===== src/rtl/tbre_pkg.sv =====
// Shared types and field positions for the TBRE sweep engine and its register block.
package tbre_pkg;

    typedef enum logic [2:0] {
        StIdle,
        StRdReq,
        StRdWait,
        StRevAddr,
        StRevChk,
        StWrReq,
        StNext
    } tbre_state_e;

    // Fields of the corein vector driven by the register block.
    localparam int unsigned TBRE_START_LSB = 0;
    localparam int unsigned TBRE_END_LSB   = 32;
    localparam int unsigned TBRE_GO_BIT    = 64;

    // Fields of the coreout vector returned to the register block.
    localparam int unsigned TBRE_BUSY_BIT  = 0;
    localparam int unsigned TBRE_CNT_LSB   = 32;

    localparam int unsigned CAP_TAG_BIT    = 64;

endpackage


===== src/rtl/tbre_sweep_engine.sv =====
// Background revocation sweep: reads each granule, checks the revocation bit of tagged
// capabilities and writes them back untagged. Optional revoked counter: TBRE_SWEEP_STATS_EN.
module tbre_sweep_engine
    import tbre_pkg::*;
#(
    parameter int unsigned GRANULE_LOG2 = 3
) (
    input  logic          clk_i,
    input  logic          rst_i,
    input  logic [127:0]  mmreg_corein_i,
    output logic [63:0]   mmreg_coreout_o,
    output logic          mem_req_o,
    input  logic          mem_gnt_i,
    output logic          mem_we_o,
    output logic [31:0]   mem_addr_o,
    output logic [64:0]   mem_wdata_o,
    input  logic          mem_rvalid_i,
    input  logic [64:0]   mem_rdata_i,
    output logic [31:0]   rev_addr_o,
    input  logic          rev_bit_i
);

    localparam logic [32:0] Step      = 33'(1) << GRANULE_LOG2;
    localparam logic [31:0] AlignMask = ~((32'(1) << GRANULE_LOG2) - 32'd1);

    tbre_state_e state_q, state_d;
    logic [31:0] cur_q, cur_d;
    logic [31:0] end_q, end_d;
    logic [63:0] data_q, data_d;
    logic        cnt_inc, cnt_clr;
    logic [31:0] cnt;
    logic [32:0] next_addr;

    logic        go;
    logic [31:0] start_aligned;
    logic [31:0] end_in;

    assign go            = mmreg_corein_i[TBRE_GO_BIT];
    assign start_aligned = mmreg_corein_i[TBRE_START_LSB +: 32] & AlignMask;
    assign end_in        = mmreg_corein_i[TBRE_END_LSB +: 32];

    logic unused_corein;
    assign unused_corein = ^mmreg_corein_i[127:65];

    // 33-bit sum so a range ending near the top of memory terminates instead of wrapping.
    assign next_addr = {1'b0, cur_q} + Step;

    always_comb begin
        state_d = state_q;
        cur_d   = cur_q;
        end_d   = end_q;
        data_d  = data_q;
        cnt_inc = 1'b0;
        cnt_clr = 1'b0;
        unique case (state_q)
            StIdle: begin
                if (go) begin
                    cur_d   = start_aligned;
                    end_d   = end_in;
                    cnt_clr = 1'b1;
                    state_d = (end_in <= start_aligned) ? StNext : StRdReq;
                end
            end
            StRdReq: begin
                if (mem_gnt_i) state_d = StRdWait;
            end
            StRdWait: begin
                if (mem_rvalid_i) begin
                    data_d  = mem_rdata_i[63:0];
                    state_d = mem_rdata_i[CAP_TAG_BIT] ? StRevAddr : StNext;
                end
            end
            StRevAddr: state_d = StRevChk;
            StRevChk:  state_d = rev_bit_i ? StWrReq : StNext;
            StWrReq: begin
                if (mem_gnt_i) begin
                    cnt_inc = 1'b1;
                    state_d = StNext;
                end
            end
            StNext: begin
                if (next_addr >= {1'b0, end_q}) begin
                    state_d = StIdle;
                end else begin
                    cur_d   = next_addr[31:0];
                    state_d = StRdReq;
                end
            end
            default: state_d = StIdle;
        endcase
    end

    always_ff @(posedge clk_i or posedge rst_i) begin
        if (rst_i) begin
            state_q <= StIdle;
            cur_q   <= '0;
            end_q   <= '0;
            data_q  <= '0;
        end else begin
            state_q <= state_d;
            cur_q   <= cur_d;
            end_q   <= end_d;
            data_q  <= data_d;
        end
    end

`ifdef TBRE_SWEEP_STATS_EN
    logic [31:0] cnt_q, cnt_d;

    always_comb begin
        cnt_d = cnt_q;
        if (cnt_clr) begin
            cnt_d = '0;
        end else if (cnt_inc && (cnt_q != 32'hFFFF_FFFF)) begin
            cnt_d = cnt_q + 32'd1;
        end
    end

    always_ff @(posedge clk_i or posedge rst_i) begin
        if (rst_i) begin
            cnt_q <= '0;
        end else begin
            cnt_q <= cnt_d;
        end
    end

    assign cnt = cnt_q;
`else
    logic unused_cnt;
    assign unused_cnt = cnt_inc ^ cnt_clr;
    assign cnt        = '0;
`endif

    assign mem_req_o   = (state_q == StRdReq) || (state_q == StWrReq);
    assign mem_we_o    = (state_q == StWrReq);
    assign mem_addr_o  = cur_q;
    assign mem_wdata_o = {1'b0, data_q};
    assign rev_addr_o  = data_q[31:0];

    always_comb begin
        mmreg_coreout_o                       = '0;
        mmreg_coreout_o[TBRE_BUSY_BIT]        = (state_q != StIdle);
        mmreg_coreout_o[TBRE_CNT_LSB +: 32]   = cnt;
    end

endmodule


===== config.mk =====
export PLATFORM = sky130hd
export DESIGN_NAME = tbre_sweep_engine
export DESIGN_NICKNAME = d
export VERILOG_FILES = /design/src/rtl/tbre_pkg.sv /design/src/rtl/tbre_sweep_engine.sv
export SDC_FILE = /design/constraint.sdc
export NUM_CORES = 1
export LEC_CHECK = 0
export ABC_CLOCK_PERIOD_IN_PS = 7600
export CAP_MARGIN = 20
export CORE_ASPECT_RATIO = 1.2
export CORE_MARGIN = 4
export CORE_UTILIZATION = 30
export CTS_BUF_LIST = sky130_fd_sc_hd__clkbuf_4
export DETAILED_ROUTE_END_ITERATION = 12
export PLACE_DENSITY = 0.66
export SLEW_MARGIN = 20
export SYNTH_ARGS = -nofsm -noshare
export SYNTH_HDL_FRONTEND = slang
export SYNTH_SLANG_ARGS = --single-unit

===== constraint.sdc =====
create_clock -name clk_i -period 7.6 [get_ports clk_i]
set_input_delay 1.52 -clock clk_i [delete_from_list [all_inputs] [get_ports clk_i]]
set_output_delay 1.52 -clock clk_i [all_outputs]
set_load 0.02 [all_outputs]

==> summary.md <==
| Metric | Value |
|---|---|
| Status | complete, no violations |
| CP endpoint kind | flop |
| Clock Skew | 33.7 ps |
| Crit path DAT | roughly 5000 ps |
| Number of global-route vias before repair | 6307 |
| Post-synth EDFFs | 0 |
| # diodes | 0 |
| Tot GR Track Use | 0.161 |
| CP Data Required Time | 8020 ps |
| Tightest Pin Transition | between 900 and 1000 ps |
| Max cap viols | 0 |
| Post_cts resized | 0 |
| Post-DRT Antenna Nets | 0 |
| Total global routing overflow | 0 |
| Syn avg cell area | 9.83 um^2 |
| Cells after Synth | a little over 800 |
| Initial Util | 0.304 |
| Vias post-DR | ~6400 |
| Area growth, synth to finish | 34.4% |
| Post-DP Area | 0.0104 mm^2 |
| Vias per cell | 4.60 |
| Leak Pwr | 4.72 nW |
| Async SR Flop Fraction | 1.00 |
| CTS buffer count | 17 |
| FP Rows | 65 |
| Maximum vdd drop | 0.172 mV |
| Slew HR | 0.392 |
| H-tree depth | 4 |
| Post-synthesis adder-cell area fraction | 0.0926 |
| Reg2reg start | mem_addr_o[3]$_DFFE_PP0P_ |
| Final worst slack | 3000 ps |
| Util after Layout | 0.408 |
| Worst-skew pair later-pin latency | 550 ps |
| Synth Area in XOR/XNOR | 0.0297 |
| Post-Place Cells | roughly 1300 |
| WS Path Type | flop to flop |
| Routability-driven placement congestion ratio | 0.840 |
| Port bufs | around 260 |
| RSZ-0062 raised after global routing | no |
| Synth Warn # | 0 |
| HP Start | data_q[48]$_DFFE_PP0P_ |
| Sink Count | approximately 130 |
| Sum Neg Setup Slack | 0 ps |
| Setup WS pre-CTS | 3050 ps |
| Initial antenna violation count | 0 |
| Total Wirelength | ~24000 um |
| Post-route cell area | about 0.011 mm^2 |
| Die width | 157 um |
| Power Density | ~410 mW/mm^2 |
| Die footprint | between 0.02 and 0.03 mm^2 |
| Netlist cell types | between 50 and 60 |
| DR WL/cell | ~18 um |
| Setup bufs post-CTS | 0 |
| Simple-gate share of the synthesized area | 0.107 |
| Post-Syn Area | 0.00797 mm^2 |
| Final Hold Fails | 0 |
| Final setup vio count | 0 |
| CTS clk-pin slew, worst paths | 150 ps |
| Largest net degree at the start of global routing | 66 |
| Post-route DRC | 0 |
| DR iter-0 viols | 223 |
| Post-synth top flop | dfrtp_1 |
| Die height | 187 um |
| Ports | 393 |
| Synth Register Bits | about 130 |
| Hpwl dp | ~19000 um |
| First-pass DRT Iterations | 4 |
| Main combinational cell family by area after synthesis | buffers and inverters |
| Seq/Total Area, Yosys | 0.402 |
| Fin cells | between 1000 and 1500 |
| Crit path from | mem_addr_o[3]$_DFFE_PP0P_ |
| CTS tree | built |
| Root buffer cell | clkbuf_4 |
| Post-synthesis compound-gate area fraction | 0.100 |
| Startpoint Class | flop |
| Core ar. | 0.0263 mm^2 |
| CP max FO | 28 |
| Clock buffer depth | 2 |
| Final min period | 4600 ps |
| Final period util | 0.605 |
| Number of nets in the layout | 1290 |
| Hold buffers post-CTS | 0 |
| First-pass GRT wire length | 36300 um |
| Layout cell share with drive strength beyond 1 | 0.116 |
| Hold Path Class | flop to flop |
| Slew Limit Fails | 0 |
| F_max | 0.217 GHz |
| Mux cell area share after synthesis | 0.126 |
[registers in the layout, summed over array words and instances (netlist names)]
name / count
data_q: 64
end_q: 32
state_q: 3
mem_addr_o: 29
[logic make-up after synthesis]
group / Yosys count
compound gates: 135
xor+xnor: 27
fa+ha+maj: 59
buf+inv: 199
flops: 128
mux: 89
other cells: 1
simple gates: 173
[path summary, 6_finish.rpt]
path                                         endpoint  cells past startpoint  slack (ps)
min                            data_q[48]$_DFFE_PP0P_                      1         520
min reg2reg                    data_q[48]$_DFFE_PP0P_                      1         520
max reg2reg                mem_addr_o[15]$_DFFE_PP0P_                     14        3000
min in group asynchronous       data_q[0]$_DFFE_PP0P_                      2        1470
max                        mem_addr_o[15]$_DFFE_PP0P_                     14        3000
max in group asynchronous      state_q[0]$_DFFE_PP0P_                      3        4640
[worst max-delay path, stage by stage, from the launching register on]
cell and delay, ps:
dfrtp_1 500, ha_1 240, nand3_1 180, nor3_1 710
and3_1 380, nand2_1 150, xnor2_1 160, ha_1 320
nand4_1 160, nor2_1 70, a221oi_1 310, o221ai_1 190
o21ai_0 240, and2_4 500, mux2_1 370
[layout make-up]
type                    instances  area (um^2)
fillers                      2558        15600
multi-input cells             550         3900
flip-flops and latches        128         3200
repair buffers                265         2640
well taps                     335          419
inverters                      71          269
clock inverters                15          160
clock buffers                  17          128
[metal layers]
| metal | up-vias | share of wire | GRT usage |
|---|---|---|---|
| met5 | - | 0 | 0 |
| met1 | 2979 | 0.40 | 0.198 |
| li1 | 3072 | - | - |
| met3 | 22 | 0.13 | 0.0680 |
| met2 | 282 | 0.45 | 0.256 |
| met4 | 0 | 0.021 | 0.0491 |
[layout by cell type (no fill, tap or decap), drive strengths merged, types with 8 or more instances in the layout]
master	count
clkbuf	17
and3	9
mux2i	8
inv	74
conb	67
nand3	19
ha	59
nand4	11
xnor2	19
o21ai	55
clkdlybuf4s50	259
nand2	77
dfrtp	128
xor2	8
nor3	9
a21oi	32
mux2	81
nor2	23
a211oi	10
a21o	11
[power by group]
part	internal (mW)	switching, mW
Combinational	1.21	1.36
Clock	0.198	0.291
Sequential	1.02	0.292
[synth_stat cells, drive strengths merged (2+ instances only)]
cell | count | area share
or3 | 3 | 0.0024
a21oi | 32 | 0.020
and3 | 9 | 0.0071
nand2 | 77 | 0.036
nor2 | 23 | 0.011
ha | 59 | 0.093
inv | 71 | 0.033
nand3 | 19 | 0.012
nand4 | 11 | 0.0094
o21ai | 55 | 0.035
a31oi | 4 | 0.0031
nor2b | 3 | 0.0024
or4 | 2 | 0.0019
o211ai | 3 | 0.0028
nor4 | 3 | 0.0024
a221oi | 5 | 0.0055
a21o | 11 | 0.010
dfrtp | 128 | 0.40
a22oi | 2 | 0.0019
clkbuf | 24 | 0.011
buf | 104 | 0.098
nor3 | 9 | 0.0071
mux2 | 81 | 0.12
o22ai | 4 | 0.0031
mux2i | 8 | 0.010
xor2 | 8 | 0.0088
and2 | 2 | 0.0019
a211oi | 10 | 0.0094
and4 | 6 | 0.0066
xnor2 | 19 | 0.021
[metrics by stage]
stage	hold slack (ps)	power (mW)
2_1_floorplan	504	2.90
3_3_place_gp	487	3.88
3_5_place_dp	494	3.92
4_1_cts	520	4.44
5_1_grt	532	4.70
6_report	515	4.37
Power figures use the tool's default switching activity.
